[config.mk]
export PLATFORM = sky130hd
export DESIGN_NAME = lcd_bus_receiver
export DESIGN_NICKNAME = d
export VERILOG_FILES = /design/src/rtl/lcd_pkg.sv /design/src/rtl/lcd_nibble_assembler.sv /design/src/rtl/lcd_bus_receiver.sv
export SDC_FILE = /design/constraint.sdc
export NUM_CORES = 1
export LEC_CHECK = 0
export ABC_AREA = 1
export BUFFER_PORTS_ARGS = -buffer_cell sky130_fd_sc_hd__buf_2
export CORE_ASPECT_RATIO = 0.5
export CORE_MARGIN = 5
export CORE_UTILIZATION = 54
export DETAILED_ROUTE_END_ITERATION = 6
export PLACE_DENSITY = 0.92
export SLEW_MARGIN = 15
export SYNTH_ARGS = -nofsm -noshare
export SYNTH_HDL_FRONTEND = slang
export SYNTH_HIERARCHICAL = 1
export SYNTH_SLANG_ARGS = --single-unit
[constraint.sdc]
create_clock -name CCLK -period 2.15 [get_ports CCLK]
set_input_delay 0.43 -clock CCLK [delete_from_list [all_inputs] [get_ports CCLK]]
set_output_delay 0.43 -clock CCLK [all_outputs]
set_load 0.01 [all_outputs]
[src/rtl/lcd_pkg.sv]
// Shared constants, types and helpers for the character-LCD bus responder.
// Latency: n/a (declarations and pure functions only).
// Backpressure: n/a.
package lcd_pkg;

    // Command codes: each command is identified by its leading one bit.
    localparam logic [7:0] CMD_CLEAR   = 8'h01;
    localparam logic [7:0] CMD_HOME    = 8'h02;
    localparam logic [7:0] CMD_ENTRY   = 8'h04;
    localparam logic [7:0] CMD_DISPCTL = 8'h08;
    localparam logic [7:0] CMD_FUNC    = 8'h20;
    localparam logic [7:0] CMD_DDRAM   = 8'h80;

    localparam logic [7:0] SPACE_CHAR_DEF = 8'h20;

    // DDRAM line bases and the last address of each line before wrapping.
    localparam logic [6:0] LINE1_BASE = 7'h00;
    localparam logic [6:0] LINE2_BASE = 7'h40;
    localparam logic [6:0] LINE1_END  = 7'h27;
    localparam logic [6:0] LINE2_END  = 7'h67;

    // Controller state encoding.
    localparam logic [0:0] ST_IDLE  = 1'b0;
    localparam logic [0:0] ST_CLEAR = 1'b1;

    // One assembled bus byte.
    typedef struct packed {
        logic       rs;
        logic [7:0] dat;
    } lcd_byte_t;

    // Visible-cell lookup result for a DDRAM address.
    typedef struct packed {
        logic       hit;
        logic [4:0] idx;
    } scr_slot_t;

    // True when b's leading one is exactly the bit set in code.
    function automatic logic cmd_match(input logic [7:0] b, input logic [7:0] code);
        logic [7:0] upper;
        upper = ~(code | (code - 8'd1));
        return ((b & upper) == 8'h00) && ((b & code) != 8'h00);
    endfunction

    // Map a DDRAM address to a shadow-screen cell; only the first 16
    // columns of each line are visible.
    function automatic scr_slot_t addr_to_slot(input logic [6:0] addr);
        scr_slot_t s;
        s.hit = 1'b0;
        s.idx = 5'd0;
        if (addr[6:4] == LINE1_BASE[6:4]) begin
            s.hit = 1'b1;
            s.idx = {1'b0, addr[3:0]};
        end else if (addr[6:4] == LINE2_BASE[6:4]) begin
            s.hit = 1'b1;
            s.idx = {1'b1, addr[3:0]};
        end
        return s;
    endfunction

    // Address counter step with the two-line wrap of the controller.
    function automatic logic [6:0] cursor_step(input logic [6:0] addr, input logic inc);
        logic [6:0] nxt;
        if (inc) begin
            if (addr == LINE1_END)
                nxt = LINE2_BASE;
            else if (addr == LINE2_END)
                nxt = LINE1_BASE;
            else
                nxt = addr + 7'd1;
        end else begin
            if (addr == LINE1_BASE)
                nxt = LINE2_END;
            else if (addr == LINE2_BASE)
                nxt = LINE1_END;
            else
                nxt = addr - 7'd1;
        end
        return nxt;
    endfunction

endpackage

[src/rtl/lcd_nibble_assembler.sv]
// Detects LCDE falling edges and assembles bus nibbles into bytes (8-bit or 4-bit mode).
// Latency: byte_vld rises on the clock edge that sees the completing falling edge.
// Backpressure: none; the LCD bus cannot be stalled, so every completed write byte is emitted.
module lcd_nibble_assembler
    import lcd_pkg::*;
(
    input  logic       CCLK,
    input  logic       rst,
    input  logic       LCDE,
    input  logic       LCDRS,
    input  logic       LCDRW,
    input  logic [3:0] LCDDAT,
    input  logic       four_bit,
    input  logic       phase_clr,
    output logic       byte_vld,
    output lcd_byte_t  byte_dat,
    output logic       rs_err_vld
);

    logic       e_q;
    logic       strobe;
    logic       phase_lo;
    logic [3:0] hi_nib;
    logic       hi_rs;
    logic       hi_rw;

    assign strobe = e_q & ~LCDE;

    // Strobe capture, nibble phase tracking and byte assembly.
    always_ff @(posedge CCLK) begin
        if (rst) begin
            e_q        <= 1'b0;
            phase_lo   <= 1'b0;
            hi_nib     <= 4'h0;
            hi_rs      <= 1'b0;
            hi_rw      <= 1'b0;
            byte_vld   <= 1'b0;
            byte_dat   <= '0;
            rs_err_vld <= 1'b0;
        end else begin
            e_q        <= LCDE;
            byte_vld   <= 1'b0;
            rs_err_vld <= 1'b0;
            if (strobe) begin
                if (!four_bit) begin
                    // 8-bit mode: only the upper data lines are wired.
                    phase_lo <= 1'b0;
                    if (!LCDRW) begin
                        byte_vld     <= 1'b1;
                        byte_dat.rs  <= LCDRS;
                        byte_dat.dat <= {LCDDAT, 4'h0};
                    end
                end else if (!phase_lo) begin
                    // High nibble: hold it until the partner arrives.
                    phase_lo <= 1'b1;
                    hi_nib   <= LCDDAT;
                    hi_rs    <= LCDRS;
                    hi_rw    <= LCDRW;
                end else begin
                    // Low nibble: reads still consume the phase, but emit nothing.
                    phase_lo <= 1'b0;
                    if (!LCDRW && !hi_rw) begin
                        byte_vld     <= 1'b1;
                        byte_dat.rs  <= LCDRS;
                        byte_dat.dat <= {hi_nib, LCDDAT};
                        rs_err_vld   <= (hi_rs != LCDRS);
                    end
                end
            end
            // A function-set realigns the next strobe to the high nibble.
            if (phase_clr)
                phase_lo <= 1'b0;
        end
    end

endmodule

[src/rtl/lcd_bus_receiver.sv]
// Responder for the 4-bit HD44780-style bus: decodes commands/data into a 2x16 shadow screen.
// Latency: state updates one cycle after byte_valid; clear sweeps 32 cycles with busy high.
// Backpressure: none; bytes completing during a clear are dropped and flag err.
module lcd_bus_receiver
    import lcd_pkg::*;
#(
    parameter bit         INIT_4BIT  = 1'b0,
    parameter logic [7:0] SPACE_CHAR = SPACE_CHAR_DEF
) (
    input  logic         CCLK,
    input  logic         rst,
    input  logic         LCDE,
    input  logic         LCDRS,
    input  logic         LCDRW,
    input  logic [3:0]   LCDDAT,
    output logic [255:0] screen,
    output logic [6:0]   cursor_addr,
    output logic         disp_on,
    output logic         four_bit,
    output logic         busy,
    output logic         byte_valid,
    output logic         byte_rs,
    output logic [7:0]   byte_data,
    output logic         err
);

    logic             asm_vld;
    logic             asm_rs_err;
    lcd_byte_t        asm_byte;
    logic             phase_clr;

    logic [0:0]       state;
    logic [4:0]       clr_idx;
    logic             inc_q;
    logic [6:0]       cur_q;
    logic             disp_q;
    logic             four_q;
    logic             err_q;
    logic [0:31][7:0] scr;

    logic             idle;
    logic             cmd_vld;
    logic             data_vld;
    scr_slot_t        slot;

    lcd_nibble_assembler u_asm (
        .CCLK       (CCLK),
        .rst        (rst),
        .LCDE       (LCDE),
        .LCDRS      (LCDRS),
        .LCDRW      (LCDRW),
        .LCDDAT     (LCDDAT),
        .four_bit   (four_q),
        .phase_clr  (phase_clr),
        .byte_vld   (asm_vld),
        .byte_dat   (asm_byte),
        .rs_err_vld (asm_rs_err)
    );

    assign idle      = (state == ST_IDLE);
    assign cmd_vld   = asm_vld & idle & ~asm_byte.rs;
    assign data_vld  = asm_vld & idle &  asm_byte.rs;
    assign phase_clr = cmd_vld & cmd_match(asm_byte.dat, CMD_FUNC);
    assign slot      = addr_to_slot(cur_q);

    // Command decode, address counter and clear sequencing.
    always_ff @(posedge CCLK) begin
        if (rst) begin
            state   <= ST_IDLE;
            clr_idx <= 5'd0;
            inc_q   <= 1'b1;
            cur_q   <= 7'h00;
            disp_q  <= 1'b0;
            four_q  <= INIT_4BIT;
            err_q   <= 1'b0;
        end else begin
            if (asm_rs_err)
                err_q <= 1'b1;
            if (state == ST_CLEAR) begin
                if (asm_vld)
                    err_q <= 1'b1;
                clr_idx <= clr_idx + 5'd1;
                if (clr_idx == 5'd31)
                    state <= ST_IDLE;
            end else if (data_vld) begin
                cur_q <= cursor_step(cur_q, inc_q);
            end else if (cmd_vld) begin
                if (cmd_match(asm_byte.dat, CMD_DDRAM)) begin
                    cur_q <= asm_byte.dat[6:0];
                end else if (cmd_match(asm_byte.dat, CMD_FUNC)) begin
                    four_q <= ~asm_byte.dat[4];
                end else if (cmd_match(asm_byte.dat, CMD_DISPCTL)) begin
                    disp_q <= asm_byte.dat[2];
                end else if (cmd_match(asm_byte.dat, CMD_ENTRY)) begin
                    inc_q <= asm_byte.dat[1];
                end else if (cmd_match(asm_byte.dat, CMD_HOME)) begin
                    cur_q <= LINE1_BASE;
                end else if (cmd_match(asm_byte.dat, CMD_CLEAR)) begin
                    cur_q   <= LINE1_BASE;
                    clr_idx <= 5'd0;
                    state   <= ST_CLEAR;
                end
            end
        end
    end

    // Shadow screen: clear sweeps one cell per cycle, data lands in its mapped cell.
    always_ff @(posedge CCLK) begin
        if (rst)
            scr <= {32{SPACE_CHAR}};
        else if (state == ST_CLEAR)
            scr[clr_idx] <= SPACE_CHAR;
        else if (data_vld && slot.hit)
            scr[slot.idx] <= asm_byte.dat;
    end

    assign screen      = scr;
    assign cursor_addr = cur_q;
    assign disp_on     = disp_q;
    assign four_bit    = four_q;
    assign busy        = (state == ST_CLEAR);
    assign byte_valid  = asm_vld;
    assign byte_rs     = asm_byte.rs;
    assign byte_data   = asm_byte.dat;
    assign err         = err_q;

endmodule

Word-level counts from Yosys, hierarchy flattened
Index checks and enable logic that the tools add are counted.

Word-level logic and storage cells: 182. Output and inout port bits: 277. Bits in registers: 292.

Reductions and logical operators: 33. Bitwise logic cells: 22. Add/subtract/negate cells: 3. Magnitude comparators: 4. Equality and inequality tests: 18. Multiplexer cells: 54.

Operators by type and width (count): 2-to-1 mux 256 bit (2); bitwise mux 256 bit (1); AND 224 bit (1); inverter 224 bit (1); 2-to-1 mux 7 bit (13); demux 8 bit (select 5 bit) (2); 2-to-1 mux 5 bit (9); logical NOT 8 bit (5); 2-to-1 mux 9 bit (4); bitwise OR 32 bit (1); 2-to-1 mux 1 bit (19); 2-to-1 mux 8 bit (2); == test 7 bit, second input constant (2); greater-or-equal comparator 6 bit, second input constant (2); < comparator 6 x 1 -> 1 bit, second input constant (2); 2-to-1 mux 6 bit (2); inequality test 2 bit, second input constant (6); inverter 1 bit (12); inverter 5 -> 6 bit (2); AND reduction 6 bit (2); logical AND 1 bit (9); inequality test 3 x 2 -> 1 bit, second input constant (3); AND reduction 8 bit (1); nonzero test 2 bit (4); other kinds (19) (27).

Depth between registers and ports, before layout
Gate-level depths: netlist of run 1.

Depth in word-level cells: 11. Gate-level depth with buffers: 11.

Hierarchy
Netlist of run 1, hierarchy kept.

Modules (own cells, without submodules): lcd_bus_receiver (cells an instance 1492, area each 11378.4 um2, sequential area each 5465.2 um2, instances 1); lcd_nibble_assembler (cells an instance 127, area each 872.1 um2, sequential area each 380.4 um2, instances 1).

Worst setup path after synthesis of run 1
OpenSTA, ideal clock, no wires.

Kind: flip-flop to flip-flop. From: register state (netlist: busy). To: register scr (netlist bit screen[221]). Setup time: 0.126 ns. Arrival time: 1.539 ns. Path buffers: 2. Path slack: 0.486 ns. Stages on the path, launching flop included: 11. Cell sequence: dfxtp_1 -> buf_2 -> inv_2 -> nand2_1 -> nor2_4 -> nand2_4 -> buf_6 -> nor3_4 -> nand2_1 -> o21ai_1 -> nand2_1.

Word-level cells in the longest chain between the ends: 5. Elaborated cells on any way between the ends: 6.

RTL lines: start: declaration (RTL line lcd_bus_receiver.sv:32) `logic [0:0] state;`; start signal: assignment (RTL line lcd_bus_receiver.sv:69) `state <= ST_IDLE;`; start signal: assignment (RTL line lcd_bus_receiver.sv:84) `state <= ST_IDLE;`; start signal: assignment (RTL line lcd_bus_receiver.sv:101) `state <= ST_CLEAR;`; inverter 1 bit (no source line); AND 1 bit (2 in series) (RTL line lcd_bus_receiver.sv:62) `assign data_vld = asm_vld & idle & asm_byte.rs;`; logical AND 1 bit (RTL line lcd_bus_receiver.sv:113) `else if (data_vld && slot.hit)`; nonzero test 2 bit (no source line); end signal: assignment (RTL line lcd_bus_receiver.sv:110) `scr <= {32{SPACE_CHAR}};`; end signal: indexed assignment (RTL line lcd_bus_receiver.sv:114) `scr[slot.idx] <= asm_byte.dat;`; end: declaration (RTL line lcd_bus_receiver.sv:39) `logic [0:31][7:0] scr;`.

Several ways; a longest one is shown, not always the timed one. A chain may end at the register's enable or synchronous reset.

Final worst setup path of run 1
From: register cur_q[0] (netlist: cursor_addr[0]). To: register scr (netlist bit screen[19]).

Word-level cells in the longest chain between the ends: 10. Elaborated cells on any way between the ends: 11.

RTL lines: start: declaration (RTL line lcd_bus_receiver.sv:35) `logic [6:0] cur_q;`; start signal: assignment (RTL line lcd_bus_receiver.sv:86) `cur_q <= cursor_step(cur_q, inc_q);`; start signal: assignment (RTL line lcd_bus_receiver.sv:89) `cur_q <= asm_byte.dat[6:0];`; 2-to-1 mux 6 bit (RTL line lcd_pkg.sv:54) `end else if (addr[6:4] == LINE2_BASE[6:4]) begin`; 2-to-1 mux 6 bit (*) (RTL line lcd_pkg.sv:51) `if (addr[6:4] == LINE1_BASE[6:4]) begin`; inverter 5 -> 6 bit (implied by the code) (*) (RTL line lcd_bus_receiver.sv:114); greater-or-equal comparator 6 bit (implied by the code) or < comparator 6 x 1 -> 1 bit (tied branches) (RTL line lcd_bus_receiver.sv:114); logical AND 1 bit (implied by the code) (RTL line lcd_bus_receiver.sv:114); 2-to-1 mux 8 bit (implied by the code) (RTL line lcd_bus_receiver.sv:114); demux 8 bit (select 5 bit) (*) (RTL line lcd_bus_receiver.sv:114); bitwise mux 256 bit (*) (RTL line lcd_bus_receiver.sv:114); 2-to-1 mux 256 bit (*) (RTL line lcd_bus_receiver.sv:113); 2-to-1 mux 256 bit (*) (RTL line lcd_bus_receiver.sv:111) `else if (state == ST_CLEAR)`.

Every way passes the cells marked *; elsewhere a longest branch is shown, timed or not. The select of a mux whose other input is x is not followed.

==> results.txt, run 1 <==
- Run status: finished, final reports clean
* Slack of the critical path: ~0.056 ns
- Clk sink count: roughly 290
- DRT Wirelength: 43.0 mm
- The netlist uses 34 different library cells.
- The worst setup path is captured at a flop.
- Library cell with the highest instance count after synthesis: sky130_fd_sc_hd__nand2_1
* CORE AREA: between 20000 and 25000 sq um
- A synthesized cell averages roughly 7.6 sq um.
- In this run the most critical hold path is launched from LCDE.
- Across every metal layer, demand over resource in global routing totals 0.314.
- Of the available clock period, the critical path in the final layout requires 0.974.
* Layout Utilization: 0.678
* Initial cell density of the core: 0.558
* Net count after synthesis: around 1600
- The share of synthesized area in the top cell type comes to 0.477.
- Subtracting the final worst setup slack from the clock period gives 2.09 ns.
- For the worst-skew pair, the clock arrives at the later sink with an insertion delay of 0.54 ns.
- After the first detailed-routing iteration, the DRC count stood at ~1700.
- CTS built an H-tree with a depth of 1.
- After synthesis, the cell types taking the most area are sky130_fd_sc_hd__dfxtp_1, sky130_fd_sc_hd__nand2_1, sky130_fd_sc_hd__a21oi_1.
- Critical path startpoint category: flop
- Critical Path Fanout Max: 9
* Rel. slew slack: 0.563
- Die outline height: 117 um
- Summed over all instances, the cell type with the most area after synthesis is sky130_fd_sc_hd__dfxtp_1.
- Data on the critical path is required at its endpoint by approximately 2.6 ns.
- Mapped Cells: 1619
- Global-route wire length before repair: roughly 66 mm
* Unrepaired setup endpoints after global routing: true
- In the routed design, unresolved DRC markers number 0.
- Hold crit path type: in2reg
- Static power due to leakage: about 0.0064 uW
- Total Power Consumption: between 10000 and 15000 uW
- Largest net degree at the start of global routing: approximately 110
- Clock tree skew after final layout: 0.0130 ns
- After routing, the total negative slack on setup checks comes to 0 ns.
- The share of the Yosys chip area taken by registers is 0.477.
- Number of vias in the routed layout: 12900
- In the final layout, the share of cells above drive strength 1 is 0.246.
- The total overflow left after global routing is 0.
- The count of endpoints failing hold in the final timing report is 0.
- Crit Reg-Reg Startpoint: cursor_addr[0]
* Synthesis-to-finish area growth: 21.7%
- Final-stage net count: about 1900
- The tightest hold path in the finished design has a slack of approximately 0.14 ns.
- Before antenna repair, the detailed router went through 7 iterations.
- CTS placed an instance of sky130_fd_sc_hd__clkbuf_16 at the clock tree root.
* Synthesized cell area: between 10000 and 15000 sq um
- Average wire length per cell after detail routing: about 19 um
- The total count of max-transition violations in the final report came to 0.
- HPWL reported at the end of detailed placement: about 30 mm
- Async SR Flop Fraction: 0
- The die covers roughly 26000 sq um.
- Data arrival at the endpoint of the critical path: around 2.5 ns
- From left edge to right edge, the die measures roughly 220 um.
* # diodes: 0
- For this run, the top clock speed supported by timing is between 0.4 and 0.5 GHz.
* Worst-margin pin slew: 0.656 ns
- Antenna Violating Nets Remaining: 0
* Number of antenna violations at the first check in global routing: 0
* TritonCTS clock tree: done
* IR drop worst, VDD: between 400 and 500 uV
- The worst setup path is of the reg2reg kind.
- Post-placement worst setup slack: ~0.25 ns
- Startpoint of the most critical setup path: cursor_addr[0]
- Number of buffers created by CTS: 25
* Placer's final routability congestion estimate: roughly 0.95
- After synthesis the netlist holds a flip-flop and latch count of approximately 300.
- FILL cells: about 1900
* Buffers inserted by post-CTS timing repair: 0
- Number of warnings reported in the yosys synthesis log: 6
* Final setup violation count: 0
- After clock tree synthesis, the clock-pin slew on the worst setup and hold paths is ~0.07 ns.
* Leading post-synthesis cells by instance count: sky130_fd_sc_hd__nand2_1, sky130_fd_sc_hd__dfxtp_1, sky130_fd_sc_hd__a21oi_1
- Quantity of I/O buffers inserted on ports: between 200 and 300
* Number of buffers on the longest clock path: 3
- The synthesized design contains 0 enable-type register cells.
- approximately 290 I/O pins were placed.
- Power spread over the standard cell area amounts to between 600 and 700 nW/um^2.
- Number of maximum-capacitance constraint violations: 0
- Vias/cell: between 5 and 6
- After floorplanning, the core was divided into 38 placement rows.
- For this run, the leading register cell type out of synthesis is sky130_fd_sc_hd__dfxtp_1.
- Vias in the first global route: between 10000 and 15000
## state kept, by name, indices dropped and copies added, names as in the netlist
name	count
screen	256
u_asm/byte_dat	9
cursor_addr	7
clr_idx	5
u_asm/hi_nib	4
busy	1
disp_on	1
err	1
four_bit	1
inc_q	1
u_asm/byte_vld	1
u_asm/e_q	1
u_asm/hi_rs	1
u_asm/hi_rw	1
u_asm/phase_lo	1
u_asm/rs_err_vld	1
## worst max-delay path: stages (launching register included)
cell and delay [ns]:
sky130_fd_sc_hd__dfxtp_1 0.48, sky130_fd_sc_hd__inv_1 0.18, sky130_fd_sc_hd__buf_4 0.20, sky130_fd_sc_hd__nor2_1 0.36, sky130_fd_sc_hd__nand3_1 0.44, sky130_fd_sc_hd__nand3_1 0.22
sky130_fd_sc_hd__a21oi_1 0.08
## per-layer routing
metal / GRT usage / wire (um) / vias up
li1: - / - / 5970
met2: 0.497 / 19100 / 767
met3: 0.0819 / 4840 / 168
met4: 0.139 / 1900 / 0
met5: 0 / 0 / -
met1: 0.412 / 17100 / 5956
## stage by stage
stage                     instances  area (sq um)
final                          2213         14900
after global placement         2169         14100
after CTS                      2213         14900
after global routing           2213         14900
after detailed placement       2169         14100
after floorplan                1619         12300
## cell usage in the layout, fill, tap and decap left out, types with 2 or more instances in the layout
cell type                      n
sky130_fd_sc_hd__clkbuf_1      4
sky130_fd_sc_hd__nor3_1        4
sky130_fd_sc_hd__buf_2       284
sky130_fd_sc_hd__clkbuf_8      7
sky130_fd_sc_hd__ha_1          7
sky130_fd_sc_hd__o22ai_1      22
sky130_fd_sc_hd__o211ai_1     29
sky130_fd_sc_hd__nand2_1     454
sky130_fd_sc_hd__nor2_4       17
sky130_fd_sc_hd__o21ai_0      28
sky130_fd_sc_hd__inv_2        26
sky130_fd_sc_hd__nand3_4       6
sky130_fd_sc_hd__buf_4        39
sky130_fd_sc_hd__nor3_4       12
sky130_fd_sc_hd__nand2_4       6
sky130_fd_sc_hd__nor3b_1       2
sky130_fd_sc_hd__inv_1        52
sky130_fd_sc_hd__nand2_2      12
sky130_fd_sc_hd__nand3_1     215
sky130_fd_sc_hd__nor2_2        8
sky130_fd_sc_hd__dfxtp_2       8
sky130_fd_sc_hd__nand4_1       4
sky130_fd_sc_hd__buf_12        3
sky130_fd_sc_hd__nand3_2       3
sky130_fd_sc_hd__nor2_1       85
sky130_fd_sc_hd__clkinvlp_4    3
sky130_fd_sc_hd__o21ai_1       5
sky130_fd_sc_hd__clkbuf_16    25
sky130_fd_sc_hd__clkinv_2      6
sky130_fd_sc_hd__nand3b_1      4
sky130_fd_sc_hd__dfxtp_1     284
sky130_fd_sc_hd__a21oi_1     242
## report_power, final
group	internal, uW	total, uW	switching [uW]
Clock	2500	4560	2060
Sequential	5410	5420	8.01
Combinational	59.0	308	249
## path summary, 6_finish.rpt
| path | endpoint | slack, ns | cells after the start |
|---|---|---|---|
| max reg2reg | screen[19] | 0.06 | 6 |
| min | u_asm/e_q | 0.14 | 3 |
| min reg2reg | screen[104] | 0.46 | 2 |
| max | screen[19] | 0.06 | 6 |
## final cells by class
cell class / count / area, sq um / share of cell area
timing repair buffer: 327 / 1790 / 0.120
clock inverter: 8 / 72.6 / 0.00487
inverter: 81 / 307 / 0.0206
tap: 300 / 375 / 0.0252
clock buffer: 36 / 737 / 0.0495
multi-input combinational: 1169 / 5770 / 0.387
sequential: 292 / 5860 / 0.393
## repair_timing
action	CTS	global route
hold buffers	0	0
resized for setup	0	1
setup endpoints to repair	0	2
## logic make-up after synthesis
logic type,Yosys count,share of synthesized area
simple gates,834,0.321
compound gates,327,0.142
flops,292,0.477
buf+inv,158,0.0522
fa+ha+maj,7,0.00715
xor+xnor,1,0.000715
No activity file was read; power rests on OpenSTA's default activity.
==> inputs of run 2 (changes only) <==
MAX_ROUTING_LAYER = met4   (was default)
==> run 2 against run 1 <==
Clock power is 9.0% higher. Sequential cell count unchanged. Core utilization up 0.43 points. Critical path type is now reg2out. Critical endpoint is now byte_data[2]. Largest cell class unchanged.
==> results.txt, run 2 (synthesized netlist as in run 1, its figures left out) <==
* Run status: finished, final reports clean (unchanged)
- The number of placement rows was 38 (unchanged).
* Final setup violation count: 0 (unchanged)
- Number of maximum-capacitance constraint violations: 0 (unchanged)
- Critical path startpoint category: flop (unchanged)
- The category of the worst setup path capture point was an output port (was flop).
- Number of remaining DRC errors: 0 (unchanged)
- The final hold slack is 0.142 ns (was 0.136 ns).
- Average wire length per cell after detail routing: 19.3 um (was 19.4 um)
- Buffers inserted by post-CTS timing repair: 0 (unchanged)
- The most common cell after layout, fill and taps aside is sky130_fd_sc_hd__nand2_1 (unchanged).
* Fraction of power consumed by the clock network: 0.465 (was 0.443)
- The global placement routability congestion is 0.977 (was 0.948).
- The horizontal extent of the die came to 223 um (unchanged).
- The aggregate global-route resource usage was 0.320 (was 0.314).
- Unrepaired setup endpoints after global routing: false (was true).
- The number of clock buffers inserted by TritonCTS came to 26 (was 25).
- H-tree depth: 1 (unchanged)
* Critical Path Fanout Max: 35 (was 9)
- The wire length of the first global-routing pass is 65.0 mm (was 65.7 mm).
- The clock-pin slew on the worst setup and hold paths came to 0.06 ns (was 0.07 ns).
- The number of clock sinks seen by CTS is 292 (unchanged).
- The internal power component came to 8370 uW (was 7980 uW).
- The final non-filler cell total is 2214 (was 2213).
- CTS root buffer: sky130_fd_sc_hd__clkbuf_16 (unchanged)
* First-pass DRT Iterations: 6 (was 7)
- Layout Utilization: 0.683 (was 0.678)
- The ratio of cells with drive above 1 in the final layout was 0.247 (was 0.246).
* Sum of overflow across all layers after global routing: 0 (unchanged)
* Vias/cell: 5.80 (was 5.81)
- Quantity of I/O buffers inserted on ports: 285 (unchanged)
* Clock insertion delay at the later pin of the skew report: 0.54 ns (about the same)
- Setup TNS: 0 ns (unchanged)
- The remaining number of nets flagged by the antenna check after routing came to 0 (unchanged).
- Cts repair resizes: 0 (unchanged)
- Synthesis-to-finish area growth: 22.4% (was 21.7%)
* HPWL reported at the end of detailed placement: 29.3 mm (was 29.7 mm)
* Sequential fraction of design power: 0.507 (was 0.527)
- Hold crit path type: in2reg (unchanged)
- Die outline height: 117 um (unchanged)
- Final-stage net count: 1911 (was 1912)
- Setup CP Type: reg2out (was reg2reg)
* TritonCTS clock tree: done (unchanged)
- The maximum clock frequency is 0.486 GHz (was 0.478 GHz).
- # diodes: 0 (unchanged)
* Number of antenna violations at the first check in global routing: 0 (unchanged)
* Initial cell density of the core: 0.558 (unchanged)
- The worst endpoint required time is 1.72 ns (was 2.55 ns).
- Rel. slew slack: 0.584 (was 0.563)
* Switching share of power: 0.218 (was 0.225)
- The maximum VDD drop was 502 uV (was 446 uV).
- Flip-flop count of the largest register after layout: 256 (unchanged)
- The number of placed cells counting well taps was 2167 (was 2169).
* # hold bufs at CTS: 0 (unchanged)
- Combinational power share: 0.028 (was 0.030)
- The I/O pin count came to 286 (unchanged).
- Hold Violations, Final: 0 (unchanged)
- Number of buffers on the longest clock path: 3 (unchanged)
- The ratio of final minimum period to clock period came to 0.958 (was 0.974).
* Time the final worst path needs with I/O delays and setup: 2.06 ns (was 2.09 ns)
- Commonest cells after routing, fill and taps aside: sky130_fd_sc_hd__nand2_1, sky130_fd_sc_hd__dfxtp_1, sky130_fd_sc_hd__buf_2 (unchanged).
* Net switching power: 2340 uW (was 2320 uW)
- Die outline area: 26000 sq um (unchanged)
- CORE AREA: 22000 sq um (unchanged)
* Clock tree skew after final layout: 0.00983 ns (was 0.0130 ns)
* Total placed instance area: 14100 sq um (about the same)
- The slew at the pin closest to its max-slew limit is 0.625 ns (was 0.656 ns).
- The iteration-0 DRC count of the detailed router came to 1588 (was 1732).
- The total count of max-transition violations in the final report came to 0 (unchanged).
- The via count of the first global-routing pass is 11800 (was 11900).
- The leakage power total is 0.00643 uW (was 0.00638 uW).
- DRT Wirelength: 42.6 mm (was 43.0 mm)
- The total number of vias came to 12800 (was 12900).
* Post-route cell area: 15000 sq um (was 14900 sq um)
* Data arrival at the endpoint of the critical path: 1.63 ns (was 2.50 ns)
- Areal power density over the cells: 714 nW/um^2 (was 691 nW/um^2)
- Largest net degree at the start of global routing: 113 (was 106)
## run 2: metal layers
metal | up-vias | GRT usage | wire length, um | share of wire
met5 | - | - | 0 | 0
met3 | 150 | 0.0660 | 4410 | 0.10
met4 | 0 | 0.120 | 1700 | 0.040
met1 | 5979 | 0.420 | 17200 | 0.40
met2 | 744 | 0.494 | 19400 | 0.45
li1 | 5966 | - | - | -
## run 2: power by group through the flow
stage	registers, uW	clock network [uW]	logic [uW]
global route	5420	5280	319
floorplan	5550	0	182
CTS	5430	5010	294
detailed placement	5550	0	293
finish	5430	4970	305
global placement	5550	0	291
## run 2: final timing paths
kind                     startpoint            to  slack [ns]  cells after the start
hold / removal                 LCDE     u_asm/e_q        0.14                      3
hold reg to reg         screen[110]   screen[110]        0.46                      2
setup / recovery  u_asm/byte_dat[2]  byte_data[2]        0.09                      2
setup reg to reg     cursor_addr[4]    screen[60]        0.10                      8
## run 2: final cells by class
| cell class | count | area (sq um) |
|---|---|---|
| fill | 1763 | 6970 |
| sequential | 292 | 5860 |
| multi-input combinational | 1169 | 5780 |
| timing repair buffer | 325 | 1770 |
| clock buffer | 34 | 732 |
| tap | 300 | 375 |
| inverter | 81 | 307 |
| clock inverter | 13 | 176 |
## run 2: stage by stage
step                setup WS (ns)  power (uW)
floorplan                   0.486        5730
global placement            0.250        5840
detailed placement          0.195        5840
CTS                         0.112       10700
global route              0.00702       11000
finish                     0.0904       10700
## run 2: worst max-delay path: stages (launching register included)
cell,delay [ns]
sky130_fd_sc_hd__dfxtp_2,0.33
sky130_fd_sc_hd__buf_4,0.51
sky130_fd_sc_hd__buf_2,0.25
==> inputs of run 3 (changes only) <==
CORE_UTILIZATION = 48   (was 54)
PLACE_DENSITY = 0.84   (was 0.92)
SETUP_SLACK_MARGIN = 0.3   (was default)
==> run 3 against run 2 <==
Die area is 12% higher. Worst setup slack better by 0.21 ns. Critical path depth is 5 higher. Worst hold slack hardly changed. Sequential power hardly changed. Critical endpoint is now screen[197]. Maximum frequency is 12% higher.
==> results.txt, run 3 (synthesized netlist as in run 1, its figures left out) <==
- Proportion of layout cells with a drive suffix above 1: 0.267 (was 0.247)
* Setup TNS: 0 ns (unchanged)
- Die outline area: 29000 sq um (was 26000 sq um)
- Total placed instance area: 14100 sq um (about the same)
- The vertical die dimension came to 123 um (was 117 um).
* Quantity of I/O buffers inserted on ports: 285 (unchanged)
* Synthesis-to-finish area growth: 25.8% (was 22.4%)
- H-tree depth: 1 (unchanged)
- The total of max-cap violations was 0 (unchanged).
* Areal power density over the cells: 682 nW/um^2 (was 714 nW/um^2)
- The iteration-0 DRC count of the detailed router is 1386 (was 1588).
- The number of antenna violations at the first check in global routing came to 0 (unchanged).
- The flip-flop count of the largest register, all copies and words added came to 256 (unchanged).
- Data arrival at the endpoint of the critical path: 2.27 ns (was 1.63 ns)
* Largest net degree at the start of global routing: 152 (was 113)
- The count of endpoints failing hold in the final timing report was 0 (unchanged).
- Antenna Violating Nets Remaining: 0 (unchanged)
* Global-route wire length before repair: 64.6 mm (was 65.0 mm)
- Rel. slew slack: 0.542 (was 0.584)
- Number of max-slew violations in the final report: 0 (unchanged)
- The family with the most delay on the worst path is simple AND/OR/NAND/NOR gates (was buffers and inverters).
* CP endpoint kind: flop (was output port)
- Data required time at the worst endpoint: 2.57 ns (was 1.72 ns)
- The critical-path cell with the highest stage delay was sky130_fd_sc_hd__dfxtp_1 (was sky130_fd_sc_hd__buf_4).
* TritonCTS clock tree: done (unchanged)
* Time the final worst path needs with I/O delays and setup: 1.85 ns (was 2.06 ns)
- Clock transition at the registers of the reported paths: 0.07 ns (was 0.06 ns)
* Clock insertion delay at the later pin of the skew report: 0.54 ns (about the same)
- The largest fanout on the critical path came to 9 (was 35).
* Unrepaired setup endpoints after global routing: true (was false)
- DRT Wirelength: 43.7 mm (was 42.6 mm)
- Worst-margin pin slew: 0.687 ns (was 0.625 ns)
- Final cell count without fillers: 2279 (was 2214)
- The I/O pin count came to 286 (unchanged).
- The master cell of the clock root buffer is sky130_fd_sc_hd__clkbuf_16 (unchanged).
- The number of placed cells counting well taps came to 2206 (was 2167).
- Clock tree skew after final layout: 0.0206 ns (was 0.00983 ns)
* Number of buffer and inverter instances along the worst setup path: 1 (was 2)
- The ratio of final minimum period to clock period came to 0.858 (was 0.958).
- Final-stage net count: 1935 (was 1911)
- Initial cell density of the core: 0.486 (was 0.558)
- The total number of vias was 13000 (was 12800).
- Run status: finished, final reports clean (unchanged)
* Vias in the first global route: 11400 (was 11800)
- The core region area is 25200 sq um (was 22000 sq um).
- The path class of the lowest-slack min-delay path is in2reg (unchanged).
* Placer's final routability congestion estimate: 0.960 (was 0.977)
* Layout Utilization: 0.612 (was 0.683)
* Slack of the critical path: 0.305 ns (was 0.0904 ns)
- # hold bufs at CTS: 0 (unchanged)
- First-pass DRT Iterations: 5 (was 6)
* Number of buffers created by CTS: 26 (unchanged)
* Setup CP Type: reg2reg (was reg2out)
- Leading cell type in the layout, fill and taps excluded: sky130_fd_sc_hd__nand2_1 (unchanged)
- Number of remaining DRC errors: 0 (unchanged)
- The buffer levels on the longest clock path came to 3 (unchanged).
- Critical-path cell list: inv_2 -> nor2_4 -> nand2_4 -> nor2_4 -> nand2_1 -> o22ai_1 -> nand2_1 (was buf_4 -> buf_2)
- Final setup violation count: 0 (unchanged)
- Static power due to leakage: 0.00661 uW (was 0.00643 uW)
- Vias/cell: 5.69 (was 5.80)
* Post-placement worst setup slack: 0.217 ns (was 0.195 ns)
- The average routed wire per standard cell came to 19.2 um (was 19.3 um).
* Number of cell rows: 41 (was 38)
* IR drop worst, VDD: 600 uV (was 502 uV)
- The maximum clock frequency is 0.542 GHz (was 0.486 GHz).
- FILL cells: 2173 (was 1763)
- The post-DP HPWL came to 29.7 mm (was 29.3 mm).
- Max stage delay on crit path: 0.43 ns (was 0.51 ns)
- Clk sink count: 292 (unchanged)
- All-Layer GR Usage: 0.285 (was 0.320)
- The count of antenna diodes in the layout came to 0 (unchanged).
* Floorplan die width: 236 um (was 223 um)
- Post-route cell area: 15400 sq um (was 15000 sq um)
* Sum of overflow across all layers after global routing: 0 (unchanged)
- Commonest cells after routing, fill and taps aside: sky130_fd_sc_hd__nand2_1, sky130_fd_sc_hd__buf_2, sky130_fd_sc_hd__dfxtp_1 (was sky130_fd_sc_hd__nand2_1, sky130_fd_sc_hd__dfxtp_1, sky130_fd_sc_hd__buf_2).
* Critical path startpoint category: flop (unchanged)
-- run 3: area by class of cell --
class	instances	area [sq um]	area share
Inverter	81	310	0.0201
Timing Repair Buffer	349	2050	0.133
Clock buffer	37	773	0.0502
Clock inverter	7	88.8	0.00576
Sequential cell	292	5870	0.381
Tap cell	344	430	0.0279
Multi-Input combinational cell	1169	5890	0.382
-- run 3: worst paths after layout --
kind / slack (ns) / depth (start not counted) / end / from
worst max-delay path: 0.30 / 7 / screen[197] / u_asm/byte_dat[8]
worst min-delay path: 0.14 / 3 / u_asm/e_q / LCDE
worst max register to register: 0.30 / 7 / screen[197] / u_asm/byte_dat[8]
worst min register to register: 0.46 / 2 / screen[106] / screen[106]
-- run 3: layer usage --
layer,vias up,wire length [um],global-route usage
met5,-,0,-
met4,0,2030,0.112
met3,139,3920,0.0533
met2,679,20100,0.444
met1,6143,17700,0.372
li1,6011,-,-
-- run 3: timing repair --
item | 4_1_cts | 5_1_grt
pin swaps | 2 | 17
setup endpoints to repair | 69 | 190
setup buffers | 3 | 26
resized for setup | 19 | 36
-- run 3: metrics by stage --
step                hold slack [ns]  power, uW
floorplan                     0.451       5730
global placement              0.445       5850
detailed placement            0.449       5850
CTS                           0.128      10500
global route                  0.164      10800
finish                        0.142      10500
-- run 3: worst min-delay path, stage by stage --
cell and delay (ns):
sky130_fd_sc_hd__buf_2 0.12, sky130_fd_sc_hd__inv_1 0.05, sky130_fd_sc_hd__nor2_1 0.03
-- run 3: power breakdown --
group / internal, uW / total (uW) / leakage (uW) / switching (uW)
Combinational: 71.2 / 325 / 0.00382 / 254
Sequential: 5410 / 5420 / 0.00236 / 9.13
Clock: 2730 / 4770 / 0.000429 / 2040
Total: 8220 / 10500 / 0.00661 / 2300
